<file path="config.mk">
export PLATFORM = sky130hd
export DESIGN_NAME = fetch_queue_unit
export DESIGN_NICKNAME = d
export VERILOG_FILES = /design/src/rtl/fetch_pkg.sv /design/src/rtl/fetch_fifo.sv /design/src/rtl/fetch_queue_unit.sv
export SDC_FILE = /design/constraint.sdc
export NUM_CORES = 1
export LEC_CHECK = 0
export CORE_MARGIN = 10
export CORE_UTILIZATION = 28
export CTS_CLUSTER_SIZE = 10
export DETAILED_ROUTE_END_ITERATION = 10
export PLACE_DENSITY_LB_ADDON = 0.25
export SYNTH_ARGS = -nofsm -noshare
export SYNTH_HDL_FRONTEND = slang
export SYNTH_SLANG_ARGS = --single-unit
</file>
<file path="constraint.sdc">
create_clock -name clk -period 10.4 [get_ports clk]
set_clock_uncertainty 0.1 [all_clocks]
set_input_delay 2.08 -clock clk [delete_from_list [all_inputs] [get_ports clk]]
set_output_delay 2.08 -clock clk [all_outputs]
set_load 0.005 [all_outputs]
</file>
<file path="src/rtl/fetch_pkg.sv">
// Shared types and constants for the RV32 instruction-fetch front end.
package fetch_pkg;

  localparam int FETCH_XLEN = 32;
  localparam int INSTR_W    = 32;

  localparam int unsigned INSTR_BYTES = 4;
  // Low PC bits that are forced to zero on every fetch address.
  localparam int unsigned PC_ALIGN_MASK = INSTR_BYTES - 1;

  typedef struct packed {
    logic [FETCH_XLEN-1:0] pc;
    logic [INSTR_W-1:0]    instr;
  } fetch_entry_t;

endpackage

</file>
<file path="src/rtl/fetch_fifo.sv">
// Synchronous FIFO with a registered head entry, a clear input and an occupancy count.
module fetch_fifo
  import fetch_pkg::*;
#(
  parameter type entry_t = fetch_entry_t,
  parameter int  DEPTH   = 4,
  localparam int CNT_W   = $clog2(DEPTH + 1)
) (
  input  logic             clk,
  input  logic             rst,
  input  logic             clear,
  input  logic             push,
  input  entry_t           push_data,
  input  logic             pop,
  output entry_t           head,
  output logic [CNT_W-1:0] count
);

  localparam int PTR_W = (DEPTH > 1) ? $clog2(DEPTH) : 1;

  entry_t           mem [DEPTH];
  logic [PTR_W-1:0] rd_ptr;
  logic [PTR_W-1:0] wr_ptr;
  logic [PTR_W-1:0] rd_ptr_inc;
  logic             do_push;
  logic             do_pop;
  entry_t           head_next;
  logic [CNT_W-1:0] count_next;

  assign do_pop     = pop && (count != '0);
  assign do_push    = push && (count != CNT_W'(DEPTH));
  assign rd_ptr_inc = rd_ptr + 1'b1;

  // The head register always holds the entry at rd_ptr, so it looks ahead one slot on a pop.
  always_comb begin
    // NOTE: every combinational output gets a default first so no latch can be inferred.
    head_next  = head;
    count_next = count;
    if (clear) begin
      head_next  = '0;
      count_next = '0;
    end else begin
      count_next = count + CNT_W'(do_push) - CNT_W'(do_pop);
      if (do_pop) begin
        if (count > CNT_W'(1)) head_next = mem[rd_ptr_inc];
        else if (do_push)      head_next = push_data;
      end else if (do_push && (count == '0)) begin
        head_next = push_data;
      end
    end
  end

  always_ff @(posedge clk or negedge rst) begin
    if (!rst) begin
      rd_ptr <= '0;
      wr_ptr <= '0;
      count  <= '0;
      head   <= '0;
    end else begin
      // NOTE: sequential state uses <= so every register samples pre-edge values.
      count <= count_next;
      head  <= head_next;
      if (clear) begin
        rd_ptr <= '0;
        wr_ptr <= '0;
      end else begin
        if (do_push) wr_ptr <= wr_ptr + 1'b1;
        if (do_pop)  rd_ptr <= rd_ptr_inc;
      end
    end
  end

  // NOTE: storage is not reset; count and pointers alone decide which slots are valid.
  always_ff @(posedge clk) begin
    if (do_push && !clear) mem[wr_ptr] <= push_data;
  end

endmodule

</file>
<file path="src/rtl/fetch_queue_unit.sv">
// Instruction-fetch front end: issues sequential imem requests, queues returned
// instructions with their PCs, and discards stale fetches after a redirect.
module fetch_queue_unit
  import fetch_pkg::*;
#(
  parameter int              XLEN            = 32,
  parameter int              QDEPTH          = 4,
  parameter int              MAX_OUTSTANDING = 2,
  parameter logic [XLEN-1:0] RESET_PC        = '0,
  localparam int             QCNT_W          = $clog2(QDEPTH + 1),
  localparam int             OUT_W           = $clog2(MAX_OUTSTANDING + 1)
) (
  input  logic              clk,
  input  logic              rst,
  output logic              imem_req_valid,
  input  logic              imem_req_ready,
  output logic [XLEN-1:0]   imem_req_addr,
  input  logic              imem_rsp_valid,
  input  logic [31:0]       imem_rsp_data,
  output logic              id_valid,
  input  logic              id_ready,
  output logic [31:0]       id_instr,
  output logic [XLEN-1:0]   id_pc,
  input  logic              redirect_valid,
  input  logic [XLEN-1:0]   redirect_pc,
  output logic [QCNT_W-1:0] q_count,
  output logic [OUT_W-1:0]  outstanding
);

  typedef struct packed {
    logic [XLEN-1:0]    pc;
    logic [INSTR_W-1:0] instr;
  } entry_t;

  localparam logic [XLEN-1:0] PC_STEP   = XLEN'(INSTR_BYTES);
  localparam logic [XLEN-1:0] ALIGN_CLR = ~XLEN'(PC_ALIGN_MASK);

  logic [XLEN-1:0]  fetch_pc;
  logic [XLEN-1:0]  rsp_pc;
  logic [OUT_W-1:0] drop_cnt;
  logic [XLEN-1:0]  redirect_pc_aligned;
  logic             req_fire;
  logic             rsp_dec;
  logic             rsp_push;
  logic             deq;
  entry_t           push_entry;
  entry_t           head;

  assign redirect_pc_aligned = redirect_pc & ALIGN_CLR;

  // Queue space is reserved at issue: in-flight requests count against free entries,
  // so a returning response can never find the queue full.
  assign imem_req_valid = rst && !redirect_valid
                       && ((32'(q_count) + 32'(outstanding)) < 32'(QDEPTH))
                       && (32'(outstanding) < 32'(MAX_OUTSTANDING));
  assign imem_req_addr  = fetch_pc;

  assign req_fire   = imem_req_valid && imem_req_ready;
  assign rsp_dec    = imem_rsp_valid && (outstanding != '0);
  assign rsp_push   = imem_rsp_valid && !redirect_valid && (drop_cnt == '0);
  assign deq        = id_valid && id_ready && !redirect_valid;
  assign push_entry = '{pc: rsp_pc, instr: imem_rsp_data};

  always_ff @(posedge clk or negedge rst) begin
    if (!rst) begin
      fetch_pc    <= RESET_PC;
      rsp_pc      <= RESET_PC;
      outstanding <= '0;
      drop_cnt    <= '0;
    end else begin
      outstanding <= outstanding + OUT_W'(req_fire) - OUT_W'(rsp_dec);
      if (redirect_valid) begin
        fetch_pc <= redirect_pc_aligned;
        rsp_pc   <= redirect_pc_aligned;
        // Recomputed from the live count so back-to-back redirects never double-count.
        drop_cnt <= outstanding - OUT_W'(rsp_dec);
      end else begin
        if (req_fire) fetch_pc <= fetch_pc + PC_STEP;
        if (rsp_push) rsp_pc   <= rsp_pc + PC_STEP;
        if (imem_rsp_valid && (drop_cnt != '0)) drop_cnt <= drop_cnt - 1'b1;
      end
    end
  end

  fetch_fifo #(
    .entry_t (entry_t),
    .DEPTH   (QDEPTH)
  ) u_fifo (
    .clk       (clk),
    .rst       (rst),
    .clear     (redirect_valid),
    .push      (rsp_push),
    .push_data (push_entry),
    .pop       (deq),
    .head      (head),
    .count     (q_count)
  );

  assign id_valid = (q_count != '0);
  assign id_instr = head.instr;
  assign id_pc    = head.pc;

endmodule

</file>
Yosys cells after proc, flatten, opt, wreduce, memory -nomap -nowiden

Memory sizes are Yosys's and may differ from the RTL's.
Cells that the tools add are included.

Memories kept: 1
Bits in latches: 0
Logic and storage cells: 71
Memory bits (read-only): 0
Output and inout port bits: 103
Bits in writable memories: 256
Input bits: 70
Register bits: 139

Multipliers: 0
Div/mod/pow operators: 0
Reduce and logical (&&, ||, !) cells: 27
Add/subtract/negate cells: 11
Equal/unequal tests: 2
Muxes and demuxes: 18
Magnitude comparators: 3
Bitwise gates (word level): 0
Shift operators: 0

Memories:

| memory     | words | width | rd ports | clocked after Yosys merged registers in | wr ports | line             | source |
|---|---|---|---|---|---|---|---|
| u_fifo.mem | 4     | 64    | 1        | 0                                       | 1        | fetch_fifo.sv:21 | `entry_t mem [DEPTH];` |

Operators by type and width:

| kind                  | count |
|---|---|
| $mux 64               | 5 |
| $mux 32               | 4 |
| $add 32x3->32 const B | 2 |
| $logic_and 1x1->1     | 14 |
| $reduce_bool 2->1     | 7 |
| $mux 2                | 6 |
| $reduce_bool 3->1     | 2 |
| $add 2x1->2 const B   | 2 |
| $add 3x2->4           | 1 |
| $lt 4x3->1 const B    | 1 |
| $ne 4x3->1 const B    | 1 |
| $sub 2x1->2           | 2 |
| $add 3x1->3           | 1 |
| $gt 3x1->1 const B    | 1 |
| $logic_not 3->1       | 1 |
| $mux 3                | 1 |
| $ne 3x3->1 const B    | 1 |
| $sub 3x1->3           | 1 |
| $add 2x1->2           | 1 |
| $logic_not 2->1       | 1 |
| $lt 2x2->1 const B    | 1 |
| $mux 1                | 2 |
| $reduce_and 2->1      | 1 |
| $sub 2x1->2 const B   | 1 |
| $logic_not 1->1       | 1 |

Longest topological paths before layout

Word-level depth: 8
Depth in mapped cells: 11
Gate-level depth less buffers: 10

Cells and area by module

From an unflattened synthesis, not the netlist that was laid out.

Cell total of the unflattened synthesis: 1188
Area total of the unflattened synthesis: 17601.9 µm²

Modules (own cells, without submodules):

| module           | instances | cells each | area each (µm²) | sequential area each (µm²) |
|---|---|---|---|---|
| fetch_fifo       | 1         | 774        | 13839.5         | 9464.1 |
| fetch_queue_unit | 1         | 414        | 3762.4          | 1601.5 |

Worst setup path before layout

No wires, ideal clock.

Path kind: in2reg
Start: input port redirect_valid
End: memory u_fifo.mem[0][0] in the netlist's numbering, enable pin
Stages: 3
Setup time: 0.426 ns
Setup slack: 5.621 ns
Data required time: 9.874 ns
Arrival time: 4.253 ns
Cell sequence: buf_6 -> nor3_1 -> and2_1

Word-level cells in the longest chain between the ends: 7

Ends and longest elaborated chain:

| item                           | line                                     | source |
|---|---|---|
| start, declared                | fetch_queue_unit.sv:24                   | `input logic redirect_valid,` |
| $logic_not 1->1 *              | fetch_fifo.sv:75, fetch_queue_unit.sv:60 |  |
| $logic_and 1x1->1 (2 in a row) | fetch_queue_unit.sv:60                   | `assign rsp_push = imem_rsp_valid && !redirect_valid && (drop_cnt == '0);` |
| $logic_and 1x1->1              | fetch_fifo.sv:31                         | `assign do_push = push && (count != CNT_W'(DEPTH));` |
| $logic_and 1x1->1 *            | fetch_fifo.sv:75                         | `if (do_push && !clear) mem[wr_ptr] <= push_data;` |
| $mux 1 *                       | fetch_fifo.sv:75                         |  |
| $mux 1 (not written as such) * | fetch_fifo.sv:75                         |  |
| end, declared                  | fetch_fifo.sv:21                         |  |

Every way passes the cells marked *; elsewhere a longest branch is shown, timed or not.

Final worst setup path

Start: input port redirect_valid
End: output port imem_req_valid

Word-level cells in the longest chain between the ends: 4

Ends and longest elaborated chain:

| item              | line                   | source |
|---|---|---|
| $logic_not 1->1   | fetch_queue_unit.sv:53 | `assign imem_req_valid = rst && !redirect_valid` |
| $logic_and 1x1->1 | fetch_queue_unit.sv:53 |  |
| $logic_and 1x1->1 | fetch_queue_unit.sv:54 | `&& ((32'(q_count) + 32'(outstanding)) < 32'(QDEPTH))` |
| $logic_and 1x1->1 | fetch_queue_unit.sv:55 | `&& (32'(outstanding) < 32'(MAX_OUTSTANDING));` |
| end, declared     | fetch_queue_unit.sv:15 | `output logic imem_req_valid,` |

No other way between the ends.

==> results.cfg <==
[run_status]
status = finished, final reports clean

[clock_tree]
htree_levels = 2
cts_hold_buf = 0
cts_tree = built
numCtsBuffers = 46
clk_latency_ns = 0.57
numClockSinks = 382
cts-root-buf = clkbuf_16
post_cts_resized = 0
post_cts_buffers = 0
clk_pin_slew_ns = 0.05
clockBufferDepth = 3

[place]
dp_hpwl_mm = 24.77
gp_congestion = 0.7499
portBuffers = 168
post_dp_cell_area_um2 = 18590

[yosys]
synth.avg_cell_area_um2 = 15.64
synthArstFlopShare_pct = 35.08
synth_seq_cells = 382
ys_types = 51
synth_edf_count = 248
synthCells = 1032
synth_flop_cell = edfxtp_1
synth_warnings = 0
yosysSeqAreaShare_pct = 66.94
syn_area_um2 = 16140

[grt]
grt-busiest-layer = met2
grtUsageTotal_pct = 11.89
antenna_found_initial = 0
grt_max_degree = 69
grt_overflow = 0
grt_first_pass_wirelength_mm = 61.86
grt_use_met3_pct = 3.225
grt_use_met2_pct = 18.99
use_met1_pct = 15.55
grt_pass1_vias = 9851

[timing]
setup_viol = 0
maxSlewHeadroom_pct = 26.85
tns_ns = 0
rsz0062_at_grt = false
fin_hold_ws_ns = 0.3722
post-route-period-util_pct = 53.22
hold_viol = 0
slew_viol_final = 0
worst_slew_pin_slew_ns = 1.097
fmax_ghz = 0.1807
period_needed_ns = 5.535

[route]
antenna_left = 0
routed_wl_mm = 40.34
avgViaCountPerCell = 4.669
drc = 0
drt_pre_antenna_iters = 4
drtIter0Drc = 495
wl_per_cell_um = 20.27
via_count = 9291

[setup_path]
path_max_fanout = 36
required_ns = 8.22
crit_type = in2out
start_kind = input port
endpoint_kind = primary output
worst_ep_arrival_time_ns = 3.36
slowest_delay_ns = 0.51
cp_cell_sequence = buf_4 > nor3_2 > and3_1 > clkdlybuf4s50_1
cp_slowest_cell = clkdlybuf4s50_1

[floorplan]
die_h_um = 260.1
num_rows = 87
initial_core_util_pct = 28.45
die_w_um = 260.1
pin_count = 173
core_area_um2 = 56710
dieArea_um2 = 67630

[run]
drv_cap = 0

[finish]
final_common_cell = edfxtp_1
final_cell_mix = 248 x edfxtp_1, 166 x clkdlybuf4s50_1, 132 x dfrtp_1, 85 x nand2_1, 70 x mux2i_1
num_antenna_cells = 0
area.growth.synth_to_final_pct = 23.95
finalNetCount = 1284
stdcell_area_um2 = 20000
final_layout_size_suffix_gt1_share_pct = 14.02

[power_and_ir_drop]
p_leak_uw = 0.007207
powerDensity_nw_per_um2 = 214.0
ir_drop_uv = 106.2

[min_path]
hold_class = reg2reg
[registers in the layout, summed over array words and instances (netlist names)]
name           count
drop_cnt           2
u_fifo.head       63
u_fifo.mem       248
outstanding        2
u_fifo.wr_ptr      2
u_fifo.rd_ptr      2
rsp_pc            30
u_fifo.count       3
imem_req_addr     30
[stage by stage]
stage	std cells	worst slack, ns	power, uW	utilization, %
after floorplan	1033	5.621	2387	-
after global placement	1906	4.875	2808	32.78
after detailed placement	1906	4.860	2822	32.78
after CTS	1990	4.847	4371	35.26
after global routing	1990	4.796	4502	35.26
final	1990	4.865	4279	35.26
[cell usage after synthesis, types with 2 or more instances]
master | count | area (um^2)
buf_6 | 2 | 22.52
nor2_1 | 25 | 93.84
nand3_1 | 32 | 160.2
a21oi_1 | 11 | 55.05
nor4_1 | 7 | 43.79
and3_1 | 7 | 43.79
clkbuf_1 | 34 | 127.6
o21a_1 | 2 | 15.01
buf_2 | 17 | 85.08
and4_1 | 2 | 17.52
nand2b_1 | 7 | 43.79
o31ai_1 | 62 | 465.5
ha_1 | 15 | 187.7
dfrtp_1 | 134 | 3353
o21ai_0 | 13 | 65.06
or3_1 | 11 | 68.82
nor3_1 | 11 | 55.05
mux4_2 | 62 | 1396
xnor2_1 | 24 | 210.2
mux2i_1 | 70 | 700.7
a21boi_0 | 12 | 90.09
buf_4 | 3 | 22.52
a31oi_1 | 6 | 37.54
mux2_2 | 22 | 247.7
nor3b_1 | 2 | 15.01
and2_1 | 9 | 56.30
inv_1 | 18 | 67.56
buf_1 | 5 | 18.77
nand4_1 | 19 | 118.9
o211ai_1 | 3 | 22.52
nand2_1 | 85 | 319.1
edfxtp_1 | 248 | 7447
xor2_1 | 30 | 262.8
nor2b_1 | 2 | 12.51
or2_2 | 3 | 18.77
nand4_2 | 2 | 25.02
[worst paths after layout]
| path | start | to | slack [ns] | cells past startpoint |
|---|---|---|---|---|
| hold reg to reg | u_fifo.head[30]$_DFFE_PN0P_ | u_fifo.head[30]$_DFFE_PN0P_ | 0.37 | 2 |
| hold / removal | u_fifo.head[30]$_DFFE_PN0P_ | u_fifo.head[30]$_DFFE_PN0P_ | 0.37 | 2 |
| setup reg to reg | u_fifo.count[1]$_DFF_PN0_ | u_fifo.head[52]$_DFFE_PN0P_ | 7.17 | 7 |
| setup / recovery | redirect_valid | imem_req_valid | 4.86 | 4 |
| max in group asynchronous | rst | u_fifo.rd_ptr[1]$_DFFE_PN0P_ | 7.60 | 2 |
| min in group asynchronous | rst | imem_req_addr[31]$_DFFE_PN0P_ | 1.28 | 1 |
[power by group]
| part | switching [uW] | internal [uW] |
|---|---|---|
| clock | 624 | 894 |
| combinational | 395 | 425 |
| sequential | 149 | 1790 |
[cell families after synthesis]
kind of cell	share of synthesized area [%]
flops	66.94
simple gates	7.188
mux	14.53
compound gates	4.947
buf+inv	2.156
xor+xnor	2.931
fa+ha+maj	1.287
other cells	0.02324
[final cells by class]
type	instances	area (um^2)
Clock inverter	7	77.57
Tap cell	756	945.9
Multi-Input combinational cell	571	5012
Sequential cell	382	10810
Clock buffer	77	1329
Timing Repair Buffer	178	1755
Fill cell	5407	36710
Inverter	19	71.32
[worst max-delay path, delay by kind of cell]
kind | cells | cell delay (ns)
buf+inv | 2 | 0.77
simple gates | 2 | 0.50
[layer usage]
layer  up-vias  part of all wire [%]
li1       4290                     -
met1      4754                    46
met2       186                    47
met3        61                   5.3
met4         0                   2.4
met5         -                     0
No activity file was read; power rests on OpenSTA's default activity.
